===== config.mk =====
export PLATFORM = sky130hd
export DESIGN_NAME = fmac_sequencer_flat
export DESIGN_NICKNAME = d
export VERILOG_FILES = /design/src/rtl/fmac_pkg.sv /design/src/rtl/fmac_sequencer_if.sv /design/src/rtl/fmac_wait_cnt.sv /design/src/rtl/fmac_sequencer.sv /design/src/flat_wrapper.sv
export SDC_FILE = /design/constraint.sdc
export NUM_CORES = 1
export LEC_CHECK = 0
export ABC_AREA = 1
export BUFFER_PORTS_ARGS = -buffer_cell sky130_fd_sc_hd__buf_2
export CORE_UTILIZATION = 50
export DETAILED_ROUTE_END_ITERATION = 7
export GPL_TIMING_DRIVEN = 0
export PLACE_DENSITY = 0.85
export SLEW_MARGIN = 20
export SYNTH_ARGS = -nofsm -noshare
export SYNTH_HDL_FRONTEND = slang
export SYNTH_HIERARCHICAL = 1
export SYNTH_SLANG_ARGS = --single-unit

===== constraint.sdc =====
create_clock -name clk -period 4.88 [get_ports clk]
set_input_delay 0.488 -clock clk [delete_from_list [all_inputs] [get_ports clk]]
set_output_delay 0.488 -clock clk [all_outputs]
set_load 0.05 [all_outputs]

===== src/rtl/fmac_pkg.sv =====
// Shared definitions for the floating-point MAC sequencer.
//   EXP_W / MAN_W : float field widths (sign, 8-bit exponent, 24-bit mantissa)
//   fmac_float_t  : packed {sign, exp, man}
//   fmac_state_t  : sequencer states
//   is_zero()     : operand zero test (explicit leading one clear)
package fmac_pkg;

    localparam int unsigned EXP_W = 8;
    localparam int unsigned MAN_W = 24;

    typedef struct packed {
        logic             sign;
        logic [EXP_W-1:0] exp;
        logic [MAN_W-1:0] man;
    } fmac_float_t;

    typedef enum logic [1:0] {
        IDLE = 2'd0,
        WAIT = 2'd1,
        DONE = 2'd2
    } fmac_state_t;

    function automatic logic is_zero(input logic [MAN_W-1:0] man);
        return ~man[MAN_W-1];
    endfunction

endpackage


===== src/rtl/fmac_sequencer_if.sv =====
// Bundle of the sequencer's operand stream, MAC bus and result stream.
//   slave  : sequencer view (consumes operands, drives MAC, produces result)
//   master : environment view (produces operands, models MAC, consumes result)
interface fmac_sequencer_if
    import fmac_pkg::*;
#(
    parameter int unsigned LEN_W = 8
) ();

    // Operand stream
    logic             in_valid;
    logic             in_ready;
    logic             in_as;
    logic [EXP_W-1:0] in_ae;
    logic [MAN_W-1:0] in_a;
    logic             in_bs;
    logic [EXP_W-1:0] in_be;
    logic [MAN_W-1:0] in_b;
    logic             in_last;

    // MAC operands, accumulator and result
    logic             mac_as;
    logic [EXP_W-1:0] mac_ae;
    logic [MAN_W-1:0] mac_a;
    logic             mac_bs;
    logic [EXP_W-1:0] mac_be;
    logic [MAN_W-1:0] mac_b;
    logic             mac_ps;
    logic [EXP_W-1:0] mac_pe;
    logic [MAN_W-1:0] mac_p;
    logic             mac_nps;
    logic [EXP_W-1:0] mac_npe;
    logic [MAN_W-1:0] mac_np;

    // Result stream
    logic             out_valid;
    logic             out_ready;
    logic             out_s;
    logic [EXP_W-1:0] out_e;
    logic [MAN_W-1:0] out_m;
    logic [LEN_W-1:0] out_count;

    modport slave (
        input  in_valid, in_as, in_ae, in_a, in_bs, in_be, in_b, in_last,
        output in_ready,
        output mac_as, mac_ae, mac_a, mac_bs, mac_be, mac_b,
        output mac_ps, mac_pe, mac_p,
        input  mac_nps, mac_npe, mac_np,
        output out_valid, out_s, out_e, out_m, out_count,
        input  out_ready
    );

    modport master (
        output in_valid, in_as, in_ae, in_a, in_bs, in_be, in_b, in_last,
        input  in_ready,
        input  mac_as, mac_ae, mac_a, mac_bs, mac_be, mac_b,
        input  mac_ps, mac_pe, mac_p,
        output mac_nps, mac_npe, mac_np,
        input  out_valid, out_s, out_e, out_m, out_count,
        output out_ready
    );

endinterface


===== src/rtl/fmac_wait_cnt.sv =====
// Loadable down-counter timing the MAC settling latency.
//   clk, rst_n : clock, asynchronous active-low reset
//   load_i     : load MAC_LAT-1 (takes priority over dec_i)
//   dec_i      : decrement, holding at zero
//   zero_o     : counter is zero
module fmac_wait_cnt #(
    parameter int unsigned MAC_LAT = 15
) (
    input  logic clk,
    input  logic rst_n,
    input  logic load_i,
    input  logic dec_i,
    output logic zero_o
);

    localparam logic [7:0] LOAD_VAL = 8'(MAC_LAT - 1);

    logic [7:0] cnt_q;
    logic [7:0] cnt_d;

    always_comb begin
        cnt_d = cnt_q;
        if (load_i) begin
            cnt_d = LOAD_VAL;
        end else if (dec_i && (cnt_q != '0)) begin
            cnt_d = cnt_q - 8'd1;
        end
    end

    always_ff @(posedge clk or negedge rst_n) begin
        if (!rst_n) begin
            cnt_q <= '0;
        end else begin
            cnt_q <= cnt_d;
        end
    end

    assign zero_o = (cnt_q == '0);

endmodule


===== src/rtl/fmac_sequencer.sv =====
// Sequencer for the booth_float_ext multiply-accumulate unit. Accepts operand
// pairs, drives them to the MAC, waits MAC_LAT cycles per nonzero pair, feeds
// the MAC result back as the accumulator and presents the final sum.
//   clk   : clock, rising edge
//   reset : asynchronous, active-low reset
//   bus   : operand stream (in_*), MAC bus (mac_*), result stream (out_*)
module fmac_sequencer
    import fmac_pkg::*;
#(
    parameter int unsigned MAC_LAT = 15,
    parameter int unsigned LEN_W   = 8
) (
    input  logic             clk,
    input  logic             reset,
    fmac_sequencer_if.slave  bus
);

    fmac_state_t      state_q;
    fmac_float_t      a_q;
    fmac_float_t      b_q;
    fmac_float_t      acc_q;
    logic             last_q;
    logic             in_ready_q;
    logic             out_valid_q;
    logic [LEN_W-1:0] count_q;
    logic [LEN_W-1:0] count_d;

    logic accept;
    logic op_zero;
    logic wait_load;
    logic wait_dec;
    logic wait_zero;

    assign accept    = (state_q == IDLE) && in_ready_q && bus.in_valid;
    assign op_zero   = is_zero(bus.in_a) || is_zero(bus.in_b);
    assign count_d   = (count_q == '1) ? count_q : count_q + LEN_W'(1);
    assign wait_load = accept && !op_zero;
    assign wait_dec  = (state_q == WAIT);

    fmac_wait_cnt #(
        .MAC_LAT (MAC_LAT)
    ) u_wait_cnt (
        .clk    (clk),
        .rst_n  (reset),
        .load_i (wait_load),
        .dec_i  (wait_dec),
        .zero_o (wait_zero)
    );

    always_ff @(posedge clk or negedge reset) begin
        if (!reset) begin
            state_q     <= IDLE;
            a_q         <= '0;
            b_q         <= '0;
            acc_q       <= '0;
            last_q      <= 1'b0;
            in_ready_q  <= 1'b1;
            out_valid_q <= 1'b0;
            count_q     <= '0;
        end else begin
            case (state_q)
                IDLE: begin
                    if (accept) begin
                        a_q     <= '{sign: bus.in_as, exp: bus.in_ae, man: bus.in_a};
                        b_q     <= '{sign: bus.in_bs, exp: bus.in_be, man: bus.in_b};
                        last_q  <= bus.in_last;
                        count_q <= count_d;
                        // A zero pair leaves the accumulator alone and skips the MAC wait.
                        if (op_zero) begin
                            if (bus.in_last) begin
                                state_q     <= DONE;
                                in_ready_q  <= 1'b0;
                                out_valid_q <= 1'b1;
                            end
                        end else begin
                            state_q    <= WAIT;
                            in_ready_q <= 1'b0;
                        end
                    end
                end
                WAIT: begin
                    if (wait_zero) begin
                        acc_q <= '{sign: bus.mac_nps, exp: bus.mac_npe, man: bus.mac_np};
                        if (last_q) begin
                            state_q     <= DONE;
                            out_valid_q <= 1'b1;
                        end else begin
                            state_q    <= IDLE;
                            in_ready_q <= 1'b1;
                        end
                    end
                end
                DONE: begin
                    if (bus.out_ready) begin
                        state_q     <= IDLE;
                        acc_q       <= '0;
                        count_q     <= '0;
                        out_valid_q <= 1'b0;
                        in_ready_q  <= 1'b1;
                    end
                end
                default: begin
                    state_q <= IDLE;
                end
            endcase
        end
    end

    assign bus.in_ready  = in_ready_q;
    assign bus.mac_as    = a_q.sign;
    assign bus.mac_ae    = a_q.exp;
    assign bus.mac_a     = a_q.man;
    assign bus.mac_bs    = b_q.sign;
    assign bus.mac_be    = b_q.exp;
    assign bus.mac_b     = b_q.man;
    assign bus.mac_ps    = acc_q.sign;
    assign bus.mac_pe    = acc_q.exp;
    assign bus.mac_p     = acc_q.man;
    // The final sum is the accumulator itself; it only leaves through out_* in DONE.
    assign bus.out_valid = out_valid_q;
    assign bus.out_s     = acc_q.sign;
    assign bus.out_e     = acc_q.exp;
    assign bus.out_m     = acc_q.man;
    assign bus.out_count = count_q;

endmodule


===== src/flat_wrapper.sv =====
// flat-port wrapper written by rule: the top's interface ports become plain ports
module fmac_sequencer_flat import fmac_pkg::*;
#(
    parameter int unsigned MAC_LAT = 15,
    parameter int unsigned LEN_W   = 8
)
  (clk, reset, bus_in_valid, bus_in_as, bus_in_ae, bus_in_a, bus_in_bs, bus_in_be, bus_in_b, bus_in_last, bus_in_ready, bus_mac_as, bus_mac_ae, bus_mac_a, bus_mac_bs, bus_mac_be, bus_mac_b, bus_mac_ps, bus_mac_pe, bus_mac_p, bus_mac_nps, bus_mac_npe, bus_mac_np, bus_out_valid, bus_out_s, bus_out_e, bus_out_m, bus_out_count, bus_out_ready);
  fmac_sequencer_if #(.LEN_W(LEN_W)) bus_i ();
  input  logic clk;
  input  logic reset;
  input wire logic [$bits(bus_i.in_valid)-1:0] bus_in_valid;
  input wire logic [$bits(bus_i.in_as)-1:0] bus_in_as;
  input wire logic [$bits(bus_i.in_ae)-1:0] bus_in_ae;
  input wire logic [$bits(bus_i.in_a)-1:0] bus_in_a;
  input wire logic [$bits(bus_i.in_bs)-1:0] bus_in_bs;
  input wire logic [$bits(bus_i.in_be)-1:0] bus_in_be;
  input wire logic [$bits(bus_i.in_b)-1:0] bus_in_b;
  input wire logic [$bits(bus_i.in_last)-1:0] bus_in_last;
  output wire logic [$bits(bus_i.in_ready)-1:0] bus_in_ready;
  output wire logic [$bits(bus_i.mac_as)-1:0] bus_mac_as;
  output wire logic [$bits(bus_i.mac_ae)-1:0] bus_mac_ae;
  output wire logic [$bits(bus_i.mac_a)-1:0] bus_mac_a;
  output wire logic [$bits(bus_i.mac_bs)-1:0] bus_mac_bs;
  output wire logic [$bits(bus_i.mac_be)-1:0] bus_mac_be;
  output wire logic [$bits(bus_i.mac_b)-1:0] bus_mac_b;
  output wire logic [$bits(bus_i.mac_ps)-1:0] bus_mac_ps;
  output wire logic [$bits(bus_i.mac_pe)-1:0] bus_mac_pe;
  output wire logic [$bits(bus_i.mac_p)-1:0] bus_mac_p;
  input wire logic [$bits(bus_i.mac_nps)-1:0] bus_mac_nps;
  input wire logic [$bits(bus_i.mac_npe)-1:0] bus_mac_npe;
  input wire logic [$bits(bus_i.mac_np)-1:0] bus_mac_np;
  output wire logic [$bits(bus_i.out_valid)-1:0] bus_out_valid;
  output wire logic [$bits(bus_i.out_s)-1:0] bus_out_s;
  output wire logic [$bits(bus_i.out_e)-1:0] bus_out_e;
  output wire logic [$bits(bus_i.out_m)-1:0] bus_out_m;
  output wire logic [$bits(bus_i.out_count)-1:0] bus_out_count;
  input wire logic [$bits(bus_i.out_ready)-1:0] bus_out_ready;
  assign bus_i.in_valid = bus_in_valid;
  assign bus_i.in_as = bus_in_as;
  assign bus_i.in_ae = bus_in_ae;
  assign bus_i.in_a = bus_in_a;
  assign bus_i.in_bs = bus_in_bs;
  assign bus_i.in_be = bus_in_be;
  assign bus_i.in_b = bus_in_b;
  assign bus_i.in_last = bus_in_last;
  assign bus_in_ready = bus_i.in_ready;
  assign bus_mac_as = bus_i.mac_as;
  assign bus_mac_ae = bus_i.mac_ae;
  assign bus_mac_a = bus_i.mac_a;
  assign bus_mac_bs = bus_i.mac_bs;
  assign bus_mac_be = bus_i.mac_be;
  assign bus_mac_b = bus_i.mac_b;
  assign bus_mac_ps = bus_i.mac_ps;
  assign bus_mac_pe = bus_i.mac_pe;
  assign bus_mac_p = bus_i.mac_p;
  assign bus_i.mac_nps = bus_mac_nps;
  assign bus_i.mac_npe = bus_mac_npe;
  assign bus_i.mac_np = bus_mac_np;
  assign bus_out_valid = bus_i.out_valid;
  assign bus_out_s = bus_i.out_s;
  assign bus_out_e = bus_i.out_e;
  assign bus_out_m = bus_i.out_m;
  assign bus_out_count = bus_i.out_count;
  assign bus_i.out_ready = bus_out_ready;
  fmac_sequencer #(.MAC_LAT(MAC_LAT), .LEN_W(LEN_W)) u_core (.clk(clk), .reset(reset), .bus(bus_i));
endmodule

After elaboration in Yosys (flattened, before gate mapping)
Index checks and enable logic that the tools add are counted.

word-level totals
  word-level logic and storage cells = 80
  flip-flop bits (word level) = 120
  input bits = 104
  output and inout port bits = 142

operators by class
  bitwise operators = 2
  multiplexer cells = 30
  eq/ne operators = 12
  reductions and logical operators = 19
  $add $sub $neg = 2

operators by type and width
  kind                                                                count
  33-bit two-way mux                                                  2
  33-bit case mux with 2 select lines                                 1
  8-bit two-way mux                                                   5
  8-bit case mux with 2 select lines                                  1
  1-bit two-way mux                                                   12
  2-bit two-way mux                                                   6
  8-bit by 1-bit adder with 8-bit output, second input constant       1
  8-bit == test, second input constant                                1
  8-bit logical NOT                                                   1
  2-bit by 1-bit != test with 1-bit output, second input constant     4
  2-bit != test, second input constant                                4
  4-bit AND reduction                                                 2
  8-bit nonzero test                                                  1
  8-bit by 1-bit subtractor with 8-bit output, second input constant  1
  7-bit AND reduction                                                 1
  1-bit case mux with 3 select lines                                  2
  2-bit case mux with 3 select lines                                  1
  6-bit AND reduction                                                 1
  2-bit nonzero test                                                  3
  1-bit logical AND                                                   4
  3-bit != test, second input constant                                1
  3-bit AND reduction                                                 1
  3-bit nonzero test                                                  1
  2-bit by 1-bit == test with 1-bit output, second input constant     1
  6 further kinds                                                     7

Depth between registers and ports, before layout
  depth in word-level cells = 5
  mapped depth = 11
  mapped depth without buffers = 11

Cells and area by module
The synthesis kept the hierarchy.

by module, submodules not included
  module          sequential area each (um^2)  cells each  times used  area an instance (um^2)
  fmac_sequencer  2803.9                       576         1           4931.0
  fmac_wait_cnt   200.2                        71          1           518.0

Worst setup path before layout
Ideal clock, no wire load.

  path type = reg-to-reg
  start = reg u_core.in_ready_q, in the netlist u_core/bus.in_ready
  end = reg u_core.u_wait_cnt.cnt_q[1]
  clock period less this slack = 1.818 ns
  setup slack = 3.062 ns
  setup time = 0.077 ns
  data arrival time = 1.742 ns
  cell stages (with the launch flop) = 8
  data required time = 4.803 ns
  path through = dfstp_2 nand3_2 clkbuf_1 nor2_1 inv_1 o21ai_1 nand2_1 o21ai_1

between the ends
  word-level cells in the longest chain between the ends = 4
  elaborated cells between the ends (all ways) = 5
  those cells by class = mux (1); reduce/logical (4)

RTL lines
  what                                                            line                  text
  start, declared                                                 fmac_sequencer.sv:23  logic in_ready_q;
  start signal, assigned                                          fmac_sequencer.sv:57  in_ready_q <= 1'b1;
  start signal, assigned                                          fmac_sequencer.sv:72  in_ready_q <= 1'b0;
  start signal, assigned                                          fmac_sequencer.sv:77  in_ready_q <= 1'b0;
  1-bit logical AND * (2 in a row)                                fmac_sequencer.sv:34  assign accept = (state_q == IDLE) && in_ready_q && bus.in_valid;
  1-bit logical AND *                                             fmac_sequencer.sv:37  assign wait_load = accept && !op_zero;
  via u_core.wait_load                                            fmac_sequencer.sv:30  logic wait_load;
  8-bit two-way mux / 2-bit nonzero test (equally long branches)  --
  end signal, assigned                                            fmac_wait_cnt.sv:34   cnt_q <= cnt_d;
  end, declared                                                   fmac_wait_cnt.sv:18   logic [7:0] cnt_q;

Mark *: on every way through the listed nets, which the timed path passes. The rest lies on a longest branch.
A chain may end at the register's enable or synchronous reset.

Worst setup path after layout
  start = reg u_core.state_q[0]
  end = reg u_core.u_wait_cnt.cnt_q[1]

between the ends
  word-level cells in the longest chain between the ends = 5
  elaborated cells between the ends (all ways) = 8
  those cells by class = eq/ne (1); mux (1); reduce/logical (6)

RTL lines
  what                                                            line                  text
  start, declared                                                 fmac_sequencer.sv:18  fmac_state_t state_q;
  start signal, assigned                                          fmac_sequencer.sv:52  state_q <= IDLE;
  start signal, assigned                                          fmac_sequencer.sv:71  state_q <= DONE;
  start signal, assigned                                          fmac_sequencer.sv:76  state_q <= WAIT;
  2-bit logical NOT *                                             fmac_sequencer.sv:34
  1-bit logical AND * (2 in a row)                                fmac_sequencer.sv:34
  1-bit logical AND *                                             fmac_sequencer.sv:37
  via u_core.wait_load                                            fmac_sequencer.sv:30
  8-bit two-way mux / 2-bit nonzero test (equally long branches)  --

Marks and branches as above.

==> qor.csv <==
metric;value;unit
fin_crit;2280;ps
worst_pin_slew;459.6;ps
cts_buffers;17;
fillerInstances;854;
yosysMostFrequentCell;nand2_1;
core;0.01046;mm²
critPathArrivalTime;2690;ps
synth_top_area_cell;dfrtp_1;
crit_path_top_delay_cell;dfrtp_1;
gp_congestion;0.8083;
grt_max_degree;72;
clkLatencyLatePin;500;ps
root_buffer;clkbuf_8;
multi_input_area;0.001844;mm²
first_iter_violations;241;
grt.total_usage;25.58;%
ir_drop;624.5;µV
syn_area_per_cell;8.422;µm²
holdWs;177.7;ps
setup_viol;0;
grt_pass1_vias;4896;
cts_setup_buffers;0;
cts.repair.resized;0;
area_growth;36.23;%
antenna_left;0;
grt_pass1_wl;22370;µm
finClkSkew;10.02;ps
pin_count;246;
cts_tree;yes;
dieHeight;106.4;µm
dr.pass1.iters;5;
clkSinkCount;120;
synth_edf_count;0;
maxCapViolations;0;
viasPerCell;4.827;
synthArstFlopShare;100.0;%
rows;37;
portBuffers;245;
dieArea;0.01132;mm²
ff2ff_setup_slack;2600;ps
power_density;681.2;mW/mm²
critical_path.startpoint_type;flop;
die_w;106.4;µm
hpwlAfterDp;10470;µm
slowest_delay;420;ps
reg2reg_from;u_core/state_q[0];
seq_area;0.003004;mm²
path_clk_slew;60;ps
drc_errors;0;
yosys_warnings;6;
worstPathCellList;inv_1, ha_1, nand3_2, clkbuf_1, nor2_1, inv_1, o21ai_1, nand2_1, o21ai_1;
holdPathStages;3;
cp.required;5300;ps
htreeDepth;4;
slew_viol_final;0;
antenna_found_initial;0;
holdPathEnd;u_core/bus.mac_as;
ys_ff_latch;120;
fin_nets;1024;
p_leak;0.004445;µW
syn-num-nets;758;
yosys-top-cells-count;262 x nand2_1, 119 x dfrtp_1, 71 x o21ai_0;
maxSlewHeadroom;69.36;%
synth_area;0.005449;mm²
crit_type;reg -> reg;
synth_cells;647;
min_path_type;in -> reg;
synth_top_area_share;54.65;%
yosys.cell_types.count;27;
synth_flop_cell;dfrtp_1;
critPathBufInv;3;
cp_max_fo;10;
synthTopCellsByArea;dfrtp_1 55%, nand2_1 18%, o21ai_0 6.5%;
final-hold-violation-count;0;
fmax;438.7;MHz
r2r_cells;9;
cts_buffer_depth;2;
num_vias;5126;
rr_endpoint;u_core/u_wait_cnt/cnt_q[1];
tns;0;ps
final_util;70.95;%
antenna_cells;0;
overflow;0;
status;finished, final reports clean;
routed_wl;13990;µm
critical-path-top-delay-family;buffers and inverters;
drive_gt1_share;37.15;%
cp-end-kind;flop;
rsz0062_at_grt;no;
hold_start;bus_in_as;
initial_core_util;52.08;%
min_period_over_period;46.72;%
post_drt_wl_per_cell;13.17;µm
synth_seq_area_share;55.13;%
==> state kept, by name, summed over array words and instances (netlist names) <==
| name | cells |
|---|---|
| u_core/last_q | 1 |
| u_core/state_q | 2 |
| u_core/bus.mac_p | 24 |
| u_core/bus.mac_as | 1 |
| u_core/bus.mac_ae | 8 |
| u_core/bus.mac_a | 24 |
| u_core/bus.mac_ps | 1 |
| u_core/bus.out_valid | 1 |
| u_core/bus.mac_pe | 8 |
| u_core/bus.in_ready | 1 |
| u_core/bus.mac_be | 8 |
| u_core/bus.mac_bs | 1 |
| u_core/u_wait_cnt/cnt_q | 8 |
| u_core/bus.out_count | 8 |
| u_core/bus.mac_b | 24 |
==> stage by stage <==
step	instance area, µm²	setup WS, ps	power [µW]	instances
after floorplan	5449	3062	3345	647
after global placement	6845	1845	3922	1028
after detailed placement	6879	2629	3977	1029
after CTS	7423	2610	5099	1062
after global routing	7423	2392	5370	1062
final	7423	2600	5057	1062
==> cell usage in the layout (no fill, tap or decap), types with 2 or more instances in the layout <==
cell	n
nand2_1	262
buf_2	248
dfrtp_1	119
o21ai_0	71
inv_1	56
buf_4	38
nand3_1	19
clkbuf_16	16
nor2_1	13
o21ai_1	13
clkbuf_1	11
ha_1	7
clkinvlp_4	5
nor2_4	5
nand4_1	5
inv_6	4
clkinv_4	3
clkbuf_2	3
nand2_2	3
inv_2	3
clkinv_2	2
buf_6	2
nand3_2	2
nor2_2	2
o21bai_1	2
a21oi_1	2
==> tightest hold or removal path: stages <==
cell and delay (ps):
buf_2 70, nand2_1 40, nand2_1 40
==> per-layer routing <==
| metal | vias up | global-route usage, % | wire length [µm] |
|---|---|---|---|
| met2 | 218 | 44.20 | 7100 |
| met4 | 0 | 11.51 | 319 |
| met5 | - | 0 | 0 |
| met1 | 2365 | 29.40 | 5470 |
| li1 | 2521 | - | - |
| met3 | 22 | 7.174 | 1094 |
==> report_power, final <==
| part | internal [µW] | switching (µW) | leakage, µW |
|---|---|---|---|
| Sequential | 1320 | 210 | 0.00156 |
| Clock | 632 | 466 | 0.000249 |
| Combinational | 572 | 1850 | 0.00264 |
| Total | 2530 | 2530 | 0.00444 |
==> cells by family after synthesis <==
kind of cell	Yosys count	synth area share (%)
buffers and inverters	117	11.02
adder cells (fa/ha/maj)	7	1.607
AO/OA/AOI/OAI	90	8.496
AND/OR/NAND/NOR	313	23.74
flip-flops	120	55.13
==> what timing repair did <==
action,4_1_cts,5_1_grt
endpoints found under the setup margin,0,0
endpoints found under the hold margin,49,0
hold buffers,1,0
==> final cells by class <==
cell class | instances | area share [%]
plain buffers | 57 | 5.023
clock buffers | 17 | 5.579
clock inverters | 15 | 1.618
inverters | 60 | 3.068
multi-input cells | 410 | 24.84
flip-flops and latches | 120 | 40.47
well taps | 136 | 2.292
repair buffers | 247 | 17.11
==> how the worst max path moves through the flow <==
stage	from	to	slack (ps)	depth (start not counted)
finish	u_core/state_q[0]	u_core/u_wait_cnt/cnt_q[1]	2600	9
global route	u_core/state_q[0]	u_core/u_wait_cnt/cnt_q[1]	2390	9
CTS	u_core/state_q[0]	u_core/u_wait_cnt/cnt_q[1]	2610	9
detailed placement	u_core/state_q[0]	u_core/u_wait_cnt/cnt_q[1]	2630	9
global placement	reset	u_core/bus.mac_p[5]	1840	1
floorplan	u_core/bus.in_ready	u_core/u_wait_cnt/cnt_q[1]	3060	7
Power figures use the tool's default switching activity.
